**src/rtl/riscv_pkg.sv**
```systemverilog
// ---------------------------------------------------------------------------
// riscv_pkg
// Shared types for the RISC-V pipeline units.
//   hz_state_t : hazard controller FSM states (encoding is visible on o_state)
//   hz_ctrl_t  : per-stage stall/flush/bubble bundle produced by the hazard
//                controller and consumed by the IF/ID/EX stage registers
// ---------------------------------------------------------------------------
package riscv_pkg;

   typedef enum logic [1:0] {
      HZ_IDLE     = 2'd0,
      HZ_MDU_WAIT = 2'd1,
      HZ_FLUSH    = 2'd2
   } hz_state_t;

   // Bit order (MSB first): if_stall, id_stall, ex_stall, if_flush, id_flush, ex_bubble
   typedef struct packed {
      logic if_stall;
      logic id_stall;
      logic ex_stall;
      logic if_flush;
      logic id_flush;
      logic ex_bubble;
   } hz_ctrl_t;

   localparam hz_ctrl_t HZ_CTRL_NONE      = 6'b000000;
   localparam hz_ctrl_t HZ_CTRL_STALL_ALL = 6'b111000;
   localparam hz_ctrl_t HZ_CTRL_REDIRECT  = 6'b000110;
   localparam hz_ctrl_t HZ_CTRL_LOAD_USE  = 6'b110001;
   localparam hz_ctrl_t HZ_CTRL_IF_FLUSH  = 6'b000100;

endpackage

```
**src/rtl/riscv_pu_load_use_det.sv**
```systemverilog
// ---------------------------------------------------------------------------
// riscv_pu_load_use_det
// Purely combinational source/destination register comparator. Flags a match
// when a valid, non-x0 destination equals a source operand that is actually
// read. Shared by the hazard controller (rd_valid = EX is a load) and the
// forwarding unit (rd_valid = EX/MEM writes the register file).
// Ports:
//   rs1, rs1_used  : first source address and its read flag
//   rs2, rs2_used  : second source address and its read flag
//   rd, rd_valid   : destination address and its qualifying flag
//   hazard         : 1 when a qualifying match is found
// ---------------------------------------------------------------------------
module riscv_pu_load_use_det #(
   parameter int REG_ADDR_W = 5
) (
   input  logic [REG_ADDR_W-1:0] rs1,
   input  logic                  rs1_used,
   input  logic [REG_ADDR_W-1:0] rs2,
   input  logic                  rs2_used,
   input  logic [REG_ADDR_W-1:0] rd,
   input  logic                  rd_valid,
   output logic                  hazard
);

   logic rd_live;
   logic rs1_hit;
   logic rs2_hit;

   // x0 is hard-wired to zero, so a write to it never produces a dependency.
   assign rd_live = rd_valid && (rd != '0);
   assign rs1_hit = rs1_used && (rs1 == rd);
   assign rs2_hit = rs2_used && (rs2 == rd);
   assign hazard  = rd_live && (rs1_hit || rs2_hit);

endmodule

```
**src/rtl/riscv_pu_hazard_ctrl.sv**
```systemverilog
// ---------------------------------------------------------------------------
// riscv_pu_hazard_ctrl
// Pipeline hazard controller. Generates the stall/flush/bubble controls for
// the IF, ID and EX stage registers from load-use hazards, EX-resolved
// redirects, data-memory wait states and MDU occupancy.
// Fixed priority in IDLE: redirect > dmem_wait > MDU start > load-use.
// Ports:
//   clk, reset             : clock, synchronous active-high reset
//   enable                 : pipeline enable (0 = freeze everything)
//   i_id_rs1/_used, i_id_rs2/_used : ID-stage source operands
//   i_ex_rd, i_ex_is_load  : EX-stage destination and load flag
//   i_ex_redirect          : taken branch/jump resolved in EX
//   i_ex_mdu_start         : EX issues a MUL/DIV
//   i_mdu_done             : MDU result valid
//   i_dmem_wait            : data memory not ready
//   o_if/id/ex_stall       : hold the stage register
//   o_if/id_flush          : flush the stage register
//   o_ex_bubble            : insert a NOP into EX
//   o_mdu_timeout          : sticky MDU timeout error
//   o_state                : current FSM state (debug)
// ---------------------------------------------------------------------------
module riscv_pu_hazard_ctrl
   import riscv_pkg::*;
#(
   parameter int REG_ADDR_W   = 5,
   parameter int FLUSH_CYCLES = 2,
   parameter int MDU_TIMEOUT  = 64
) (
   input  logic                  clk,
   input  logic                  reset,
   input  logic                  enable,
   input  logic [REG_ADDR_W-1:0] i_id_rs1,
   input  logic                  i_id_rs1_used,
   input  logic [REG_ADDR_W-1:0] i_id_rs2,
   input  logic                  i_id_rs2_used,
   input  logic [REG_ADDR_W-1:0] i_ex_rd,
   input  logic                  i_ex_is_load,
   input  logic                  i_ex_redirect,
   input  logic                  i_ex_mdu_start,
   input  logic                  i_mdu_done,
   input  logic                  i_dmem_wait,
   output logic                  o_if_stall,
   output logic                  o_id_stall,
   output logic                  o_ex_stall,
   output logic                  o_if_flush,
   output logic                  o_id_flush,
   output logic                  o_ex_bubble,
   output logic                  o_mdu_timeout,
   output logic [1:0]            o_state
);

   localparam int FL_W  = (FLUSH_CYCLES > 2) ? $clog2(FLUSH_CYCLES) : 1;
   localparam int CNT_W = (MDU_TIMEOUT  > 2) ? $clog2(MDU_TIMEOUT)  : 1;

   hz_state_t        state;
   hz_state_t        state_next;
   logic [FL_W-1:0]  flush_cnt;
   logic [FL_W-1:0]  flush_cnt_next;
   logic [CNT_W-1:0] mdu_cnt;
   logic [CNT_W-1:0] mdu_cnt_next;
   logic             mdu_timeout;
   logic             timeout_set;
   logic             load_use;
   hz_ctrl_t         ctrl;

   riscv_pu_load_use_det #(
      .REG_ADDR_W (REG_ADDR_W)
   ) u_load_use_det (
      .rs1      (i_id_rs1),
      .rs1_used (i_id_rs1_used),
      .rs2      (i_id_rs2),
      .rs2_used (i_id_rs2_used),
      .rd       (i_ex_rd),
      .rd_valid (i_ex_is_load),
      .hazard   (load_use)
   );

   // State and counter registers. The timeout flag only ever sets here, so it
   // stays high until the next reset.
   always_ff @(posedge clk) begin
      if (reset) begin
         state       <= HZ_IDLE;
         flush_cnt   <= '0;
         mdu_cnt     <= '0;
         mdu_timeout <= 1'b0;
      end else begin
         state     <= state_next;
         flush_cnt <= flush_cnt_next;
         mdu_cnt   <= mdu_cnt_next;
         if (timeout_set) begin
            mdu_timeout <= 1'b1;
         end
      end
   end

   // Next-state and stage controls. Everything defaults to "hold state, no
   // control asserted"; enable=0 freezes the pipeline by stalling every stage
   // while leaving state and counters untouched.
   always_comb begin
      state_next     = state;
      flush_cnt_next = flush_cnt;
      mdu_cnt_next   = mdu_cnt;
      timeout_set    = 1'b0;
      ctrl           = HZ_CTRL_NONE;

      if (reset) begin
         ctrl = HZ_CTRL_NONE;
      end else if (!enable) begin
         ctrl = HZ_CTRL_STALL_ALL;
      end else begin
         case (state)
            HZ_IDLE: begin
               if (i_ex_redirect) begin
                  ctrl = HZ_CTRL_REDIRECT;
                  if (FLUSH_CYCLES > 1) begin
                     state_next     = HZ_FLUSH;
                     flush_cnt_next = FL_W'(FLUSH_CYCLES - 1);
                  end
               end else if (i_dmem_wait) begin
                  ctrl = HZ_CTRL_STALL_ALL;
               end else if (i_ex_mdu_start) begin
                  state_next   = HZ_MDU_WAIT;
                  mdu_cnt_next = '0;
               end else if (load_use) begin
                  ctrl = HZ_CTRL_LOAD_USE;
               end
            end

            HZ_FLUSH: begin
               // A memory wait freezes the flush sequence: no flush is issued
               // and the counter holds so the remaining cycles resume after.
               if (i_ex_redirect) begin
                  ctrl           = HZ_CTRL_REDIRECT;
                  flush_cnt_next = FL_W'(FLUSH_CYCLES - 1);
               end else if (i_dmem_wait) begin
                  ctrl = HZ_CTRL_STALL_ALL;
               end else begin
                  ctrl           = HZ_CTRL_IF_FLUSH;
                  flush_cnt_next = flush_cnt - FL_W'(1);
                  if (flush_cnt <= FL_W'(1)) begin
                     state_next     = HZ_IDLE;
                     flush_cnt_next = '0;
                  end
               end
            end

            HZ_MDU_WAIT: begin
               // Redirects are ignored here because EX is still holding the
               // MDU instruction. Done beats a coincident timeout.
               if (i_mdu_done) begin
                  state_next = HZ_IDLE;
               end else begin
                  ctrl = HZ_CTRL_STALL_ALL;
                  if (mdu_cnt != '1) begin
                     mdu_cnt_next = mdu_cnt + CNT_W'(1);
                  end
                  if (mdu_cnt >= CNT_W'(MDU_TIMEOUT - 2)) begin
                     timeout_set = 1'b1;
                     state_next  = HZ_IDLE;
                  end
               end
               if (i_dmem_wait) begin
                  ctrl = HZ_CTRL_STALL_ALL;
               end
            end

            default: begin
               state_next = HZ_IDLE;
            end
         endcase
      end
   end

   assign o_if_stall    = ctrl.if_stall;
   assign o_id_stall    = ctrl.id_stall;
   assign o_ex_stall    = ctrl.ex_stall;
   assign o_if_flush    = ctrl.if_flush;
   assign o_id_flush    = ctrl.id_flush;
   assign o_ex_bubble   = ctrl.ex_bubble;
   assign o_mdu_timeout = mdu_timeout;
   assign o_state       = state;

endmodule

```
**config.mk**
```make
export PLATFORM = sky130hd
export DESIGN_NAME = riscv_pu_hazard_ctrl
export DESIGN_NICKNAME = d
export VERILOG_FILES = /design/src/rtl/riscv_pkg.sv /design/src/rtl/riscv_pu_load_use_det.sv /design/src/rtl/riscv_pu_hazard_ctrl.sv
export SDC_FILE = /design/constraint.sdc
export NUM_CORES = 1
export LEC_CHECK = 0
export BUFFER_PORTS_ARGS = -buffer_cell sky130_fd_sc_hd__buf_2
export CORE_MARGIN = 4
export CORE_UTILIZATION = 25
export DETAILED_ROUTE_END_ITERATION = 16
export PLACE_DENSITY = 0.45
export SETUP_SLACK_MARGIN = 0.15
export SLEW_MARGIN = 10
export SYNTH_ARGS = -nofsm -noshare
export SYNTH_HDL_FRONTEND = slang
export SYNTH_SLANG_ARGS = --single-unit
```
**constraint.sdc**
```tcl
create_clock -name clk -period 1.5 [get_ports clk]
set_input_delay 0.225 -clock clk [delete_from_list [all_inputs] [get_ports clk]]
set_output_delay 0.225 -clock clk [all_outputs]
set_load 0.02 [all_outputs]
```
=== Yosys cells after proc, flatten, opt, wreduce, memory -nomap -nowiden ===
Cells that the tools add are included.

* Bits in registers: 10
* Bits of input ports: 25
* Output and inout bits: 9
* Logic and storage cells: 74

* Add/subtract/negate cells: 2
* $lt $le $gt $ge: 2
* Eq/ne operators: 18
* Mux-type cells: 36
* Reduce and logical (&&, ||, !) cells: 12

{| class="wikitable"
|+ Operator list
! kind !! count
|-
| $mux 6 || 15
|-
| $ne 2x2->1 const B || 9
|-
| $pmux 6 s3 || 1
|-
| $mux 2 || 8
|-
| $reduce_and 7->1 || 2
|-
| $ne 3x3->1 const B || 4
|-
| $pmux 6 s2 || 1
|-
| $eq 5x5->1 || 2
|-
| $mux 1 || 9
|-
| $add 6x1->6 const B || 1
|-
| $ge 6x6->1 const B || 1
|-
| $ne 6x6->1 const B || 1
|-
| $pmux 2 s3 || 1
|-
| $reduce_bool 5->1 || 1
|-
| $logic_and 1x1->1 || 4
|-
| $reduce_and 4->1 || 1
|-
| $reduce_bool 2->1 || 2
|-
| $eq 2x1->1 const B || 1
|-
| $eq 2x2->1 const B || 1
|-
| $logic_not 2->1 || 1
|-
| $pmux 1 s2 || 1
|-
| $le 1x1->1 const B || 1
|-
| $logic_or 1x1->1 || 1
|-
| $sub 1x1->1 const B || 1
|}

=== Depth between registers and ports, before layout ===
Gate-level depths: netlist of run 1.

* Word-level depth: 11
* Gate-level depth with buffers: 6
* Depth with buffers taken out: 6

=== Cells and area by module ===
From an unflattened synthesis of run 1, not the netlist that was laid out.

* Cells, all modules: 96
* Area, all modules: 742.0 sq um

{| class="wikitable"
|+ By module, submodules not included
! module !! times used !! cells an instance !! area an instance (sq um) !! sequential area each (sq um)
|-
| riscv_pu_hazard_ctrl || 1 || 79 || 608.1 || 180.2
|-
| riscv_pu_load_use_det || 1 || 17 || 133.9 || 0.0
|}

=== Worst setup path after synthesis of run 1 ===
OpenSTA, ideal clock, no wires.

* Path type: reg2out
* Start point: register state[0] (netlist: o_state[0])
* End point: output port o_if_stall
* Arrival time: 1.820 ns
* Data required time: 1.275 ns
* Path slack: -0.545 ns
* Cell stages (with the launch flop): 7
* Buffers on the path: 3
* Cell sequence: dfxtp_1 > buf_6 > buf_2 > a31oi_1 > a21oi_1 > o21bai_1 > buf_4

* Word-level cells in the longest chain between the ends: 4
* Elaborated cells on any way between the ends: 6
* Classes of those cells: eq/ne (2); mux (3); reduce/logical (1)

{| class="wikitable"
|+ Ends and longest elaborated chain
! element !! RTL line !! text
|-
| from (decl) || riscv_pu_hazard_ctrl.sv:55 || <nowiki>hz_state_t state;</nowiki>
|-
| from (signal assigned) || riscv_pu_hazard_ctrl.sv:87 || <nowiki>state <= state_next;</nowiki>
|-
| $eq 2x1->1 (tied with other cells) || riscv_pu_hazard_ctrl.sv:111 || <nowiki>case (state)</nowiki>
|-
| $pmux 6 s3 * || riscv_pu_hazard_ctrl.sv:111 ||
|-
| $mux 6 * || riscv_pu_hazard_ctrl.sv:108 || <nowiki>end else if (!enable) begin</nowiki>
|-
| $mux 6 * || riscv_pu_hazard_ctrl.sv:106 || <nowiki>if (reset) begin</nowiki>
|-
| to (decl) || riscv_pu_hazard_ctrl.sv:42 || <nowiki>output logic o_if_stall,</nowiki>
|}

Every way passes the cells marked *; elsewhere a longest branch is shown, timed or not.

=== Worst setup path in the final report of run 1 ===
* Start point: input port i_id_rs1[1]
* End point: output port o_ex_bubble

* Word-level cells in the longest chain between the ends: 11

{| class="wikitable"
|+ Ends and longest elaborated chain
! element !! RTL line !! text
|-
| from (decl) || riscv_pu_hazard_ctrl.sv:32 || <nowiki>input logic [REG_ADDR_W-1:0] i_id_rs1,</nowiki>
|-
| $eq 5x5->1 || riscv_pu_load_use_det.sv:31 || <nowiki>assign rs1_hit = rs1_used && (rs1 == rd);</nowiki>
|-
| $logic_and 1x1->1 || riscv_pu_load_use_det.sv:31 ||
|-
| $logic_or 1x1->1 || riscv_pu_load_use_det.sv:33 || <nowiki>assign hazard = rd_live && (rs1_hit || rs2_hit);</nowiki>
|-
| $logic_and 1x1->1 || riscv_pu_load_use_det.sv:33 ||
|-
| $mux 6 || riscv_pu_hazard_ctrl.sv:124 || <nowiki>end else if (load_use) begin</nowiki>
|-
| $mux 6 || riscv_pu_hazard_ctrl.sv:121 || <nowiki>end else if (i_ex_mdu_start) begin</nowiki>
|-
| $mux 6 || riscv_pu_hazard_ctrl.sv:119 || <nowiki>end else if (i_dmem_wait) begin</nowiki>
|-
| $mux 6 || riscv_pu_hazard_ctrl.sv:113 || <nowiki>if (i_ex_redirect) begin</nowiki>
|-
| $pmux 6 s3 || riscv_pu_hazard_ctrl.sv:111 ||
|-
| $mux 6 || riscv_pu_hazard_ctrl.sv:108 ||
|-
| $mux 6 || riscv_pu_hazard_ctrl.sv:106 ||
|-
| to (decl) || riscv_pu_hazard_ctrl.sv:47 || <nowiki>output logic o_ex_bubble,</nowiki>
|}

No other way between the ends.

==> metrics.md, run 1 <==
| Metric | Value |
|---|---|
| Slew @ Worst Pin | `0.360 ns` |
| Clk pwr share | `0.266` |
| Sequential area share after synthesis | `0.228` |
| Clk_skew | `~0.0072 ns` |
| Relative slew slack | `0.758` |
| DP Wirelength | `1750 microns` |
| Tmin final | `1.64 ns` |
| DRT iter0 DRCs | `19` |
| Violated checks | `negative setup slack` |
| Commonest non-fill, non-tap cell in the layout | `buf_2` |
| Gr usage total | `0.112` |
| Initial DRT Pass Iterations | `4` |
| Root Driver | `clkbuf_4` |
| Hold Path Stages | `2` |
| Wire length per cell | `around 12 microns` |
| Setup TNS | `-0.411 ns` |
| Die Area | `4120 sq um` |
| Post-synth top flop | `dfxtp_1` |
| Starting density of the core | `0.261` |
| CP top delay family | `simple AND/OR/NAND/NOR gates` |
| # H-tree levels | `1` |
| Total stage count of the critical path | `6` |
| Synth Register Bits | `9` |
| Vias post-DR | `881` |
| Startpoint types | `input pin` |
| TritonCTS Sinks | `9` |
| CP max stage delay | `about 0.28 ns` |
| Vias in the first global route | `870` |
| Syn_area_per_cell | `8.40 sq um` |
| Total congestion overflow | `0` |
| CTS tree | `built` |
| Cts hold-fix bufs | `0` |
| R2R cell count | `5` |
| Most frequent cells in the layout | `buf_2 (24), buf_4 (18), buf_6 (12)` |
| Period utilization | `1.09` |
| Leakage power | `0.541 nW` |
| Worst Hold Class | `in -> reg` |
| Max FO, Critical Path | `2` |
| Synthesized area | `around 790 sq um` |
| Share of Yosys cell area claimed by the top area cell type | `0.228` |
| Cell taking the most area after synthesis | `dfxtp_1` |
| Finish-stage setup viols | `3` |
| Placed cell areas | `1140 sq um` |
| Diodes inserted | `0` |
| Synth Instances | `94` |
| Most used cell, CP | `nor4_4` |
| WP data required | `between 1 and 1.5 ns` |
| Pin count of the biggest net entering global routing | `10` |
| Final worst slack | `-0.139 ns` |
| PwrDens | `507 nW/um^2` |
| Die height | `about 64 microns` |
| Power Total | `0.000712 W` |
| Final Hold Fails | `0` |
| Clk_lat worst skew | `0.26 ns` |
| Detailed-route DRC error count | `0` |
| Unique masters post-synth | `37` |
| Fmax | `610 MHz` |
| Antenna Nets Post-Route | `0` |
| Buffers and inverters on the worst path | `2` |
| WS Path Type | `in -> out` |
| WL final | `2320 microns` |
| Total CTS buffers | `3` |
| Synth top area cells | `dfxtp_1 (23%), xor2_1 (8.9%), a21oi_1 (5.1%), nand4bb_4 (3.5%), nor2_1 (3.3%)` |
| Endpoint class of the critical path | `primary output` |
| Async S/R FF share, synth | `0` |
| CORE AREA | `3030 sq um` |
| Clk slew on worst S/H paths | `0.06 ns` |
| Post-synth EDFFs | `0` |
| Final hold slack | `around 0.21 ns` |
| Pre-CTS setup slack | `-0.242 ns` |
| Sw frac | `0.318` |
| Max Cap Violations | `0` |
| CTS max path bufs | `2` |
| DIE WIDTH | `64.2 microns` |
| Avg Vias per Cell | `approximately 4.6` |
| Worst path cell trace | `buf_6 -> xor2_4 -> nor4_4 -> a32oi_2 -> nor4_4 -> buf_4` |
| Nets | `174` |
| Int Pwr | `0.000486 W` |
| Worst IR Drop VDD | `0.346 mV` |
| Gpl congestion | `0.767` |
| P_sw | `0.000226 W` |
| Comb power frac | `0.384` |
| Synth-to-Final Area Change | `77.8%` |
| Final instance area | `1400 sq um` |
| Ratio of cells with drive above 1 in the final layout | `0.610` |
| Yosys warns | `0` |
| Crit path DAT | `1.41 ns` |
| CP max-delay cell | `nor4_4` |
| I/O Pins | `34` |
| Initial antenna violation count | `0` |
| Status | `finished, violations left` |
| Max-slew violation count | `0` |
| Row count | `20` |
| Synthesized Nets | `121` |
| RSZ-0062 raised after global routing | `yes` |
| I/O Buffers | `33` |
| Global-route wire length before repair | `3750 microns` |
| Sequential power share | `0.350` |
registers in the layout, summed over array words and instances, names as in the netlist:
| register | flops |
|---|---|
| o_mdu_timeout | 1 |
| o_state | 2 |
| mdu_cnt | 6 |
timing repair:
item / CTS / global route
endpoints found under the setup margin: 9 / 13
setup buffers: 6 / 4
gates resized for setup: 20 / 19
gates cloned: 0 / 0
pin swaps: 17 / 16
per-stage QoR:
stage | std cells | utilization
after floorplan | 94 | -
after global placement | 176 | 0.376
after detailed placement | 176 | 0.376
after CTS | 186 | 0.422
after global routing | 190 | 0.464
final | 190 | 0.464
layout make-up:
class	count	area (sq um)
Fill cell	299	1620
Multi-Input combinational cell	75	727
Timing Repair Buffer	54	390
Sequential cell	9	190
Tap cell	44	55.1
Clock buffer	4	26.3
Inverter	4	15.0
final timing paths:
path	startpoint	to	slack, ns
worst min register to register	o_mdu_timeout	o_mdu_timeout	0.47
worst min-delay path	reset	mdu_cnt[5]	0.21
worst max register to register	o_state[0]	mdu_cnt[5]	0.04
worst max-delay path	i_id_rs1[1]	o_ex_bubble	-0.14
logic make-up after synthesis:
kind of cell    Yosys count  synth area share
mux                       1            0.0127
compound gates           25             0.228
flops                     9             0.228
fa+ha+maj                 2            0.0317
simple gates             37             0.300
xor+xnor                 10             0.111
buf+inv                  10            0.0887
power groups by stage:
stage	logic [W]	clock network, W	registers [W]
after floorplan	0.000132	0	0.000255
after global placement	0.000207	0	0.000256
after detailed placement	0.000209	0	0.000257
after CTS	0.000241	0.000202	0.000249
after global routing	0.000294	0.000213	0.000250
final	0.000273	0.000189	0.000250
Yosys cell counts, types with 3 or more instances:
library cell and instances:
nand2_1 6, xor2_1 8, dfxtp_1 9, nor3_1 5, nor4_1 4, inv_1 4, nor2_1 7, nand2b_1 3
a21oi_1 8, a31oi_1 4
worst reg2reg max path: stages (launching register included):
cell       delay, ns
dfxtp_4         0.41
buf_6           0.14
buf_6           0.12
nand4bb_4       0.12
or4_4           0.49
a21oi_2         0.12
metal layers:
metal  share of wire  GRT usage
met5               0          0
met4          0.0052     0.0237
met3           0.042     0.0351
met2            0.52      0.201
met1            0.43      0.130
Note: power is estimated with default switching activity, not from simulation.
==> inputs of run 2 (changes only) <==
GPL_TIMING_DRIVEN = 0   (was unset)
clock period = 2.05 ns   (was 1.5 ns; I/O delays follow)
==> run 2 against run 1 <==
Effect of this change: the flow now finishes without violations; core utilization fell by 8.2 points; first-iteration DRC count rose to 2.6 times the previous value; register-to-register slack improved by 0.56 ns; final cell count fell by 5.8%; routed wire length fell by 7.7%; setup slack improved by 0.31 ns; clock skew fell by 0.0036 ns; non-clock buffer count fell by 11; sequential share of layout area rose by 2.0 points; worst hold slack improved by 0.22 ns; flip-flop and latch count did not move; critical path depth did not move; largest power group is now sequential cells.
==> metrics.md, run 2 (synthesis gave the netlist of run 1 again) <==
| Metric | Value |
|---|---|
| Sw frac | `0.305 (-0.0126)` |
| Most frequent cells in the layout | `buf_2 (30), dfxtp_1 (9), xor2_1 (8)` |
| Cts hold-fix bufs | `0 (unchanged)` |
| Vias in the first global route | `733 (-16%)` |
| CP top delay family | `simple AND/OR/NAND/NOR gates` |
| Max-slew violation count | `0 (unchanged)` |
| Buffers and inverters on the worst path | `2 (unchanged)` |
| Int Pwr | `0.000333 W (-31%)` |
| Clk_skew | `0.00362 ns (-0.00363 ns)` |
| Fmax | `532 MHz` |
| TritonCTS Sinks | `9 (unchanged)` |
| Most used cell, CP | `buf_2` |
| Leakage power | `0.465 nW (-14%)` |
| Sequential power share | `0.374 (+0.024)` |
| Period utilization | `0.917` |
| Starting density of the core | `0.261 (unchanged)` |
| Global-route wire length before repair | `3150 microns (-16%)` |
| Total stage count of the critical path | `6 (unchanged)` |
| R2R cell count | `6 (+1)` |
| DIE WIDTH | `64.2 microns (unchanged)` |
| Clk pwr share | `0.289 (+0.023)` |
| WL final | `2140 microns (-7.7%)` |
| Crit path DAT | `1.57 ns (+0.16 ns)` |
| P_sw | `0.000146 W (-35%)` |
| DP Wirelength | `1610 microns (-7.7%)` |
| Die Area | `4120 sq um (unchanged)` |
| Gr usage total | `0.0939 (-0.0184)` |
| Comb power frac | `0.336 (-0.048)` |
| Largest Register | `mdu_cnt` |
| CP max-delay cell | `nor4_2` |
| Commonest non-fill, non-tap cell in the layout | `buf_2` |
| Total CTS buffers | `3 (unchanged)` |
| Row count | `20 (unchanged)` |
| Die height | `64.2 microns (unchanged)` |
| PwrDens | `415 nW/um^2 (-18%)` |
| Slew @ Worst Pin | `0.423 ns (+0.0624 ns)` |
| Max Cap Violations | `0 (unchanged)` |
| Root Driver | `clkbuf_4` |
| I/O Buffers | `32 (-3.0%)` |
| Avg Vias per Cell | `4.60 (-0.84%)` |
| Gpl congestion | `0.749 (-2.4%)` |
| CP max stage delay | `0.37 ns (+0.09 ns)` |
| Clk_lat worst skew | `0.26 ns (about the same)` |
| Nets | `163 (-6.3%)` |
| Max FO, Critical Path | `3 (+1)` |
| Worst IR Drop VDD | `0.197 mV (-43%)` |
| Synth-to-Final Area Change | `46.4%` |
| Max FFs per register | `6 (unchanged)` |
| Pin count of the biggest net entering global routing | `11 (+1)` |
| WP data required | `1.74 ns (+0.47 ns)` |
| Endpoint class of the critical path | `primary output` |
| Worst path cell trace | `buf_2 -> xor2_1 -> nor4_2 -> a32oi_2 -> nor4_1 -> buf_2` |
| Vias post-DR | `823 (-6.6%)` |
| Clk slew on worst S/H paths | `0.06 ns (about the same)` |
| Tmin final | `1.88 ns` |
| Antenna Nets Post-Route | `0 (unchanged)` |
| DRT iter0 DRCs | `49 (+30)` |
| CTS max path bufs | `2 (unchanged)` |
| Pre-CTS setup slack | `0.140 ns (+0.382 ns)` |
| Status | `finished clean` |
| Detailed-route DRC error count | `0 (unchanged)` |
| Hold Path Stages | `3 (+1)` |
| Worst Hold Class | `in -> reg` |
| Diodes inserted | `0 (unchanged)` |
| Startpoint types | `input pin` |
| # H-tree levels | `1 (unchanged)` |
| Initial antenna violation count | `0 (unchanged)` |
| RSZ-0062 raised after global routing | `yes` |
| Relative slew slack | `0.718 (-0.0402)` |
| CTS tree | `built` |
| Wire length per cell | `11.9 microns (-2.0%)` |
| I/O Pins | `34 (unchanged)` |
| Final worst slack | `0.171 ns (+0.310 ns)` |
| Total congestion overflow | `0 (unchanged)` |
| Final Hold Fails | `0 (unchanged)` |
| WS Path Type | `in -> out` |
| Ratio of cells with drive above 1 in the final layout | `0.437 (-0.173)` |
| Finish-stage setup viols | `0 (-3)` |
| CORE AREA | `3030 sq um (unchanged)` |
| Setup TNS | `0 ns (+0.411 ns)` |
| Initial DRT Pass Iterations | `4 (unchanged)` |
| Final hold slack | `0.430 ns (+0.221 ns)` |
-- run 2: power by group through the flow --
| stage | sequential [W] | combinational [W] | clock (W) |
|---|---|---|---|
| floorplan | 0.000187 | 0.0000775 | 0 |
| global placement | 0.000183 | 0.000132 | 0 |
| detailed placement | 0.000183 | 0.000133 | 0 |
| CTS | 0.000179 | 0.000141 | 0.000145 |
| global route | 0.000180 | 0.000175 | 0.000151 |
| finish | 0.000179 | 0.000161 | 0.000139 |
-- run 2: area by class of cell --
class / instances / area (sq um)
buffer: 6 / 65.1
clock buffer: 4 / 26.3
fill: 302 / 1870
inverter: 4 / 15.0
multi-input combinational: 75 / 604
sequential: 9 / 180
tap: 44 / 55.1
timing repair buffer: 37 / 210
-- run 2: timing repair --
action | CTS | global route
pin swaps | 0 | 7
gates resized for setup | 6 | 11
setup endpoints to repair | 3 | 2
setup buffers | 0 | 5
-- run 2: per-layer routing --
metal,share of wire,global-route usage
met1,0.44,0.123
met2,0.46,0.139
met3,0.071,0.0211
met4,0.021,0.0554
met5,0,0
-- run 2: stage by stage --
stage	cell area [sq um]	total power, W	utilization	std cells
finish	1160	0.000479	0.382	179
global route	1160	0.000505	0.382	179
CTS	1070	0.000466	0.354	174
detailed placement	1010	0.000316	0.334	170
global placement	1010	0.000315	0.334	170
floorplan	797	0.000264	-	94
-- run 2: tightest hold or removal path, cell delays in order --
cell and delay [ns]:
buf_4 0.16, o22a_1 0.15, nor2_1 0.03
-- run 2: path summary, 6_finish.rpt --
check / from / endpoint / slack, ns
max: i_ex_rd[1] / o_ex_bubble / 0.17
min: enable / o_state[1] / 0.43
max reg2reg: o_state[0] / mdu_cnt[5] / 0.60
min reg2reg: o_mdu_timeout / o_mdu_timeout / 0.47
